File: src/rtl/song_sequencer_if.sv
// ---------------------------------------------------------------------------
// song_sequencer_if
//   Bundles the signals between the button/player side and song_sequencer.
//   master : drives buttons, mode and song_done; observes the player controls.
//   slave  : the sequencer; samples the controls and drives play,
//            reset_player and song.
//   SONG_W : width of the song index.
// ---------------------------------------------------------------------------
interface song_sequencer_if #(
    parameter int SONG_W = 2
);
    logic              play_button;
    logic              next_button;
    logic              prev_button;
    logic [1:0]        mode;
    logic              song_done;
    logic              play;
    logic              reset_player;
    logic [SONG_W-1:0] song;

    modport master (
        output play_button, next_button, prev_button, mode, song_done,
        input  play, reset_player, song
    );

    modport slave (
        input  play_button, next_button, prev_button, mode, song_done,
        output play, reset_player, song
    );
endinterface

File: src/rtl/song_sequencer.sv
// ---------------------------------------------------------------------------
// song_sequencer
//   Playback controller for the music player. Tracks the current song index
//   over NUM_SONGS songs, runs play/pause, handles next/previous navigation
//   and auto-advance on song_done according to the play mode, and issues a
//   fixed-length reset_player pulse whenever the song changes or restarts.
//
// Parameters
//   NUM_SONGS    : number of songs (2..256)
//   SONG_W       : width of song, 2**SONG_W >= NUM_SONGS
//   RESET_CYCLES : reset_player pulse length in cycles (1..15)
//
// Ports
//   clk     : clock, all state changes on the rising edge
//   reset   : synchronous, active-low
//   shuffle : (SONG_SEQ_SHUFFLE_EN only) random next-song selection
//   bus     : song_sequencer_if.slave
//             in  play_button, next_button, prev_button (one-cycle pulses),
//                 mode[1:0], song_done (level)
//             out play, reset_player, song[SONG_W-1:0] (all register-decoded)
//
// Optional feature macro: SONG_SEQ_SHUFFLE_EN adds the shuffle port and a
// 16-bit Fibonacci LFSR (taps 16,14,13,11, seed 16'hACE1).
// ---------------------------------------------------------------------------
module song_sequencer #(
    parameter int NUM_SONGS    = 4,
    parameter int SONG_W       = 2,
    parameter int RESET_CYCLES = 2
) (
    input  logic            clk,
    input  logic            reset,
`ifdef SONG_SEQ_SHUFFLE_EN
    input  logic            shuffle,
`endif
    song_sequencer_if.slave bus
);
    localparam logic [1:0] ST_STOPPED = 2'd0;
    localparam logic [1:0] ST_PLAYING = 2'd1;
    localparam logic [1:0] ST_PAUSED  = 2'd2;
    localparam logic [1:0] ST_SWITCH  = 2'd3;

    localparam logic [SONG_W-1:0] LAST_SONG = SONG_W'(NUM_SONGS - 1);
    localparam logic [3:0]        CNT_LAST  = 4'(RESET_CYCLES - 1);

    logic [1:0]        state_reg,  state_next;
    logic [SONG_W-1:0] song_reg,   song_next;
    logic [3:0]        cnt_reg,    cnt_next;
    logic              resume_reg, resume_next;
    logic              done_q_reg;

    logic              done_edge;
    logic [SONG_W-1:0] seq_next;    // sequential successor
    logic [SONG_W-1:0] seq_prev;    // sequential predecessor
    logic [SONG_W-1:0] next_sel;    // successor used by next_button / modes 1,2
    logic              mode1_wraps; // mode 1 treated as repeat-all

    assign done_edge = bus.song_done & ~done_q_reg;
    assign seq_next  = (song_reg == LAST_SONG) ? '0 : song_reg + 1'b1;
    assign seq_prev  = (song_reg == '0) ? LAST_SONG : song_reg - 1'b1;

`ifdef SONG_SEQ_SHUFFLE_EN
    logic [15:0]       lfsr_reg;
    logic              lfsr_fb;
    logic [SONG_W-1:0] shuf_idx;

    assign lfsr_fb  = lfsr_reg[15] ^ lfsr_reg[13] ^ lfsr_reg[12] ^ lfsr_reg[10];
    assign shuf_idx = SONG_W'(lfsr_reg % 16'(NUM_SONGS));
    // A random pick equal to the current song falls back to the successor so
    // that "next" always changes the song.
    assign next_sel    = (shuffle && (shuf_idx != song_reg)) ? shuf_idx : seq_next;
    assign mode1_wraps = shuffle;

    always_ff @(posedge clk) begin
        if (!reset) begin
            lfsr_reg <= 16'hACE1;
        end else begin
            lfsr_reg <= {lfsr_reg[14:0], lfsr_fb};
        end
    end
`else
    assign next_sel    = seq_next;
    assign mode1_wraps = 1'b0;
`endif

    always_comb begin
        state_next  = state_reg;
        song_next   = song_reg;
        cnt_next    = cnt_reg;
        resume_next = resume_reg;

        case (state_reg)
            ST_SWITCH: begin
                // Every input is dropped here; only the pulse timer runs.
                if (cnt_reg == CNT_LAST) begin
                    state_next = resume_reg ? ST_PLAYING : ST_STOPPED;
                end else begin
                    cnt_next = cnt_reg + 4'd1;
                end
            end
            ST_PLAYING: begin
                if (bus.next_button) begin
                    song_next   = next_sel;
                    resume_next = 1'b1;
                    state_next  = ST_SWITCH;
                    cnt_next    = 4'd0;
                end else if (bus.prev_button) begin
                    song_next   = seq_prev;
                    resume_next = 1'b1;
                    state_next  = ST_SWITCH;
                    cnt_next    = 4'd0;
                end else if (done_edge) begin
                    state_next = ST_SWITCH;
                    cnt_next   = 4'd0;
                    case (bus.mode)
                        2'd0: begin
                            song_next   = seq_next;
                            resume_next = 1'b0;
                        end
                        2'd1: begin
                            if (mode1_wraps) begin
                                song_next   = next_sel;
                                resume_next = 1'b1;
                            end else if (song_reg == LAST_SONG) begin
                                song_next   = '0;
                                resume_next = 1'b0;
                            end else begin
                                song_next   = seq_next;
                                resume_next = 1'b1;
                            end
                        end
                        2'd2: begin
                            song_next   = next_sel;
                            resume_next = 1'b1;
                        end
                        default: begin
                            resume_next = 1'b1;
                        end
                    endcase
                end else if (bus.play_button) begin
                    state_next = ST_PAUSED;
                end
            end
            default: begin
                // STOPPED and PAUSED behave alike; song_done is ignored.
                if (bus.next_button) begin
                    song_next   = next_sel;
                    resume_next = 1'b0;
                    state_next  = ST_SWITCH;
                    cnt_next    = 4'd0;
                end else if (bus.prev_button) begin
                    song_next   = seq_prev;
                    resume_next = 1'b0;
                    state_next  = ST_SWITCH;
                    cnt_next    = 4'd0;
                end else if (bus.play_button) begin
                    state_next = ST_PLAYING;
                end
            end
        endcase
    end

    always_ff @(posedge clk) begin
        if (!reset) begin
            state_reg  <= ST_STOPPED;
            song_reg   <= '0;
            cnt_reg    <= 4'd0;
            resume_reg <= 1'b0;
            done_q_reg <= 1'b0;
        end else begin
            state_reg  <= state_next;
            song_reg   <= song_next;
            cnt_reg    <= cnt_next;
            resume_reg <= resume_next;
            done_q_reg <= bus.song_done;
        end
    end

    // Outputs are decoded from registers only.
    assign bus.play         = (state_reg == ST_PLAYING);
    assign bus.reset_player = (state_reg == ST_SWITCH);
    assign bus.song         = song_reg;
endmodule

File: src/flat_wrapper.sv
// flat-port wrapper written by rule: the top's interface ports become plain ports
module song_sequencer_flat 
#(
    parameter int NUM_SONGS    = 4,
    parameter int SONG_W       = 2,
    parameter int RESET_CYCLES = 2
)
  (clk, reset, bus_play_button, bus_next_button, bus_prev_button, bus_mode, bus_song_done, bus_play, bus_reset_player, bus_song);
  song_sequencer_if #(.SONG_W(SONG_W)) bus_i ();
  input  logic clk;
  input  logic reset;
  input wire logic [$bits(bus_i.play_button)-1:0] bus_play_button;
  input wire logic [$bits(bus_i.next_button)-1:0] bus_next_button;
  input wire logic [$bits(bus_i.prev_button)-1:0] bus_prev_button;
  input wire logic [$bits(bus_i.mode)-1:0] bus_mode;
  input wire logic [$bits(bus_i.song_done)-1:0] bus_song_done;
  output wire logic [$bits(bus_i.play)-1:0] bus_play;
  output wire logic [$bits(bus_i.reset_player)-1:0] bus_reset_player;
  output wire logic [$bits(bus_i.song)-1:0] bus_song;
  assign bus_i.play_button = bus_play_button;
  assign bus_i.next_button = bus_next_button;
  assign bus_i.prev_button = bus_prev_button;
  assign bus_i.mode = bus_mode;
  assign bus_i.song_done = bus_song_done;
  assign bus_play = bus_i.play;
  assign bus_reset_player = bus_i.reset_player;
  assign bus_song = bus_i.song;
  song_sequencer #(.NUM_SONGS(NUM_SONGS), .SONG_W(SONG_W), .RESET_CYCLES(RESET_CYCLES)) u_core (.clk(clk), .reset(reset), .bus(bus_i));
endmodule
File: config.mk
export PLATFORM = sky130hd
export DESIGN_NAME = song_sequencer_flat
export DESIGN_NICKNAME = d
export VERILOG_FILES = /design/src/rtl/song_sequencer_if.sv /design/src/rtl/song_sequencer.sv /design/src/flat_wrapper.sv
export SDC_FILE = /design/constraint.sdc
export NUM_CORES = 1
export LEC_CHECK = 0
export ABC_AREA = 0
export CAP_MARGIN = 20
export CORE_AREA = 2 2 39 41
export CTS_CLUSTER_DIAMETER = 30
export CTS_CLUSTER_SIZE = 12
export DETAILED_ROUTE_END_ITERATION = 16
export DIE_AREA = 0 0 41 43
export PLACE_DENSITY = 0.7
export SLEW_MARGIN = 25
export SYNTH_ARGS = -nofsm -noshare
export SYNTH_HDL_FRONTEND = slang
export SYNTH_SLANG_ARGS = --single-unit
File: constraint.sdc
create_clock -name clk -period 3.5 [get_ports clk]
set_clock_uncertainty 0.15 [all_clocks]
set_input_delay 1.05 -clock clk [delete_from_list [all_inputs] [get_ports clk]]
set_output_delay 1.05 -clock clk [all_outputs]
set_load 0.05 [all_outputs]
# == Word level (Yosys, flattened, before mapping) ==
# Cells that the tools add are included.
# op_classes
muxes,35
n_reduce_logical,12
eq_ne,10
bitwise_logic,3
addsub,3
# op_table
op,count
$mux 2,16
$mux 4,6
$pmux 2 s2,3
$reduce_and 3->1,3
$pmux 4 s2,1
$reduce_bool 4->1,2
$mux 1,7
$eq 2x2->1 const B,3
$reduce_bool 3->1,2
$ne 5x4->1 const B,1
$reduce_bool 5->1,1
$add 4x1->4 const B,1
$eq 2x1->1 const B,2
$eq 4x1->1 const B,1
$logic_not 2->1,2
$ne 4x3->1 const B,1
$pmux 1 s2,2
$reduce_and 4->1,1
$add 2x1->2 const B,1
$ne 2x1->1 const B,1
$ne 2x2->1 const B,1
$not 1->1,2
$reduce_or 2->1,1
$sub 2x1->2 const B,1
$and 1x1->1,1
# word_totals
wordCells,68
out_inout_bits,4
reg_bits,10
input_bits,8

# == Logic depth before layout (Yosys ltp) ==
# logic_depth
ltp_word,8
ltp_mapped,6
ltp_nobuf,6

# == Worst setup path before layout ==
# OpenSTA, ideal clock, no wires.
# synth_path
path_kind,reg2out
start,register u_core.state_reg[0]
end,output port bus_reset_player
path_stages_with_launch,3
arrival_time_ns,0.919
setup_slack_ns,1.381
required_time_ns,2.300
n_path_buf,0
path_cell_list,dfxtp_1 nand2_2 inv_1
# synth_between
elab_chain_len,1
# synth_rtl
element,line,text
"start, declared",song_sequencer.sv:45,"logic [1:0] state_reg, state_next;"
"start signal, assigned",song_sequencer.sv:170,state_reg <= state_next;
$eq 2x2->1,song_sequencer.sv:180,assign bus.reset_player = (state_reg == ST_SWITCH);
"end, declared",flat_wrapper.sv:18,output wire logic [$bits(bus_i.reset_player)-1:0] bus_reset_player;
# No other way between the ends.

# == Worst setup path in the final report ==
# Same ends and word-level chain as after synthesis.

==> results.py <==
metrics = {
    "run_status": {
        "status": "complete, no violations",
    },
    "final_layout": {
        "final_core_util_pct": 54.1,
        "antennaDiodeCount": 0,
        "area_growth_pct": 28.6,
        "multi_input_area_um2": 367,
        "seqCellArea_um2": 200,
        "drive_above_1_share_pct": 9.41,
        "fin_area_um2": 748,
        "nNetsFinal": 97,
        "largest_register_ffs": 4,
        "fillers": 132,
    },
    "sta": {
        "hold_violations": 0,
        "setup-tns-final_ns": 0,
        "holdWs_ns": 0.369,
        "layout_worst_path_cycle_share_pct": 87.8,
        "slew_viol_final": 0,
        "relSlewSlack_pct": 66.2,
        "period_needed_ns": 3.07,
        "setup_viol": 0,
        "fmax_mhz": 325,
        "worst_pin_slew_ns": 0.506,
        "grt_setup_unrepaired": "no",
    },
    "route": {
        "wirelength_um": 1340,
        "drtIter0Drc": 13,
        "avgViaCountPerCell": 5.56,
        "wl_per_cell_um": 13.3,
        "drcViolationCount": 0,
        "ant_nets": 0,
        "vias": 562,
        "dr.pass1.iters": 4,
    },
    "clocking": {
        "post_cts_resize_count": 0,
        "cts_buffers": 3,
        "postCtsHoldBufs": 0,
        "clock_path_buffers": 2,
        "root_buffer": "clkbuf_4",
        "postCtsSetupBuffers": 0,
        "cts_tree": "yes",
        "clock_latency_ns": 0.26,
        "cts_sinks": 10,
        "ctsHtreeMaxLevel": 1,
        "cts.clk_slew.worst_paths_ns": 0.07,
    },
    "power_and_ir_drop": {
        "ir_drop_mv": 0.174,
        "leakagePower_nw": 0.294,
        "total_power_mw": 0.342,
        "power.density_nw_per_um2": 457,
    },
    "setup_path": {
        "cp_slowest_cell": "clkdlybuf4s50_1",
        "cp_data_arrival_time_ns": 1.87,
        "worstSetupPathType": "reg2out",
        "worstSetupEndpointType": "primary output",
        "cp_slowest_stage_delay_ns": 0.82,
        "startpoint_type": "flip-flop",
        "crit_chain": "nand2_2, inv_1, clkdlybuf4s50_1",
        "cp_data_required_time_ns": 2.30,
        "critPathMaxFanout": 9,
    },
    "logic_synthesis": {
        "synth_area_leader_cell": "dfxtp_1",
        "synth_edf_count": 0,
        "synth_seq_area_share_pct": 34.4,
        "synth_ff_type": "dfxtp_1",
        "syn_inst": 70,
        "ys_types": 28,
        "synth_area_per_cell_um2": 8.31,
        "synth_area_leaders": "dfxtp_1 34%, ha_1 6.5%, o21ai_0 6.0%, a21oi_1 5.2%, nor2_1 5.2%",
        "syn_nets": 81,
        "synth_seq_cells": 10,
        "netlist_area_um2": 582,
        "yosysWarnings": 0,
        "async_reset_ff_share_pct": 0,
        "yosysTopAreaCellShare_pct": 34.4,
    },
    "global_routing": {
        "antenna_found_initial": 0,
        "grt_usage_pct": 17.5,
        "overflow": 0,
        "grt_pass1_vias": 488,
        "grt_pass1_wl_um": 2040,
        "grt_max_degree": 10,
    },
    "die": {
        "die_h_um": 43,
        "rows": 14,
        "die_area_um2": 1760,
        "ios": 12,
        "core_area_um2": 1380,
        "initial_core_util_pct": 42.0,
        "die_w_um": 41,
    },
    "placed_design": {
        "portBuffers": 11,
        "place_area_um2": 712,
        "hpwlAfterDp_um": 1020,
        "gp_congestion": 0.761,
    },
    "min_path": {
        "hp-class": "reg2reg",
    },
    "flow_run": {
        "drv_cap": 0,
    },
}
-- where the power goes --
part	total (mW)	switching, mW	internal, mW
Clock	0.104	0.0406	0.0631
Sequential	0.136	0.0118	0.124
Combinational	0.102	0.0604	0.0419
Total	0.342	0.113	0.229
-- cell usage after synthesis (2+ instances only) --
cell type / instances
a31oi_1: 3
ha_1: 3
nand2_1: 3
nand3_1: 3
inv_1: 4
nor2_1: 8
o21ai_0: 7
dfxtp_1: 10
a21oi_1: 6
and2_1: 2
and3_1: 2
nand3b_1: 3
-- cell families (layout without fill, tap and decap cells) --
family | count (synthesis) | after routing | synth area share (%)
adders and majority gates | 3 | 3 | 6.45
DFF | 10 | 10 | 34.4
xor gates and xnor gates | 1 | 1 | 1.51
muxes | 1 | 1 | 1.72
and+or+nand+nor | 31 | 31 | 29.9
AOI/OAI and AO/OA | 20 | 20 | 23.4
buffers and inverters | 4 | 19 | 2.58
-- final timing paths --
kind / startpoint / end / slack [ns] / cells past startpoint
max: u_core.state_reg[0]$_SDFFE_PN0P_ / bus_reset_player / 0.43 / 3
min reg2reg: u_core.resume_reg$_SDFFE_PN0P_ / u_core.resume_reg$_SDFFE_PN0P_ / 0.37 / 2
max reg2reg: u_core.cnt_reg[0]$_SDFFE_PN0P_ / u_core.state_reg[1]$_SDFFE_PN0P_ / 1.86 / 5
min: u_core.resume_reg$_SDFFE_PN0P_ / u_core.resume_reg$_SDFFE_PN0P_ / 0.37 / 2
-- cell type report --
type | instances | share of cell area, %
Clock buffer | 4 | 4.85
Inverter | 4 | 2.01
Multi-Input combinational cell | 56 | 49.0
Sequential cell | 10 | 26.8
Tap cell | 16 | 2.68
Timing Repair Buffer | 11 | 14.7
-- placed cells by master (no fill, tap or decap) --
| cell | n |
|---|---|
| nand2_1 | 3 |
| or3_1 | 1 |
| clkbuf_8 | 1 |
| o311ai_1 | 1 |
| xor2_1 | 1 |
| mux2i_1 | 1 |
| inv_1 | 4 |
| o2111ai_1 | 1 |
| nor3b_1 | 1 |
| o21bai_1 | 1 |
| clkbuf_4 | 3 |
| and2_1 | 2 |
| ha_1 | 3 |
| nor2b_1 | 1 |
| or4_1 | 1 |
| nand2_2 | 1 |
| nand2b_1 | 1 |
| clkdlybuf4s50_1 | 11 |
| nor2_2 | 1 |
| or3b_1 | 1 |
| dfxtp_1 | 10 |
| nand4_1 | 1 |
| nand3_1 | 3 |
| nor2_1 | 8 |
| nand2b_2 | 1 |
| nand3b_1 | 3 |
| o21ai_0 | 7 |
| and3_1 | 2 |
| a21oi_1 | 6 |
| o32ai_4 | 1 |
| a31oi_1 | 3 |
-- metal layers --
| metal | wire length (um) | vias up | global-route usage [%] |
|---|---|---|---|
| met3 | 60 | 2 | 4.71 |
| met2 | 662 | 13 | 28.4 |
| met5 | 0 | - | 0 |
| li1 | - | 283 | - |
| met1 | 610 | 264 | 19.9 |
| met4 | 10 | 0 | 8.00 |
-- through the flow --
| stage | setup WS [ns] | instances |
|---|---|---|
| 2_1_floorplan | 1.38 | 70 |
| 3_3_place_gp | 0.765 | 97 |
| 3_5_place_dp | 0.719 | 97 |
| 4_1_cts | 0.425 | 101 |
| 5_1_grt | 0.326 | 101 |
| 6_report | 0.426 | 101 |
-- critical path, delay by kind of cell, from the launching register on --
family                 cells  cell delay, ns
and+or+nand+nor            1            0.17
DFF                        1            0.45
buffers and inverters      2            0.99
Power figures use the tool's default switching activity.
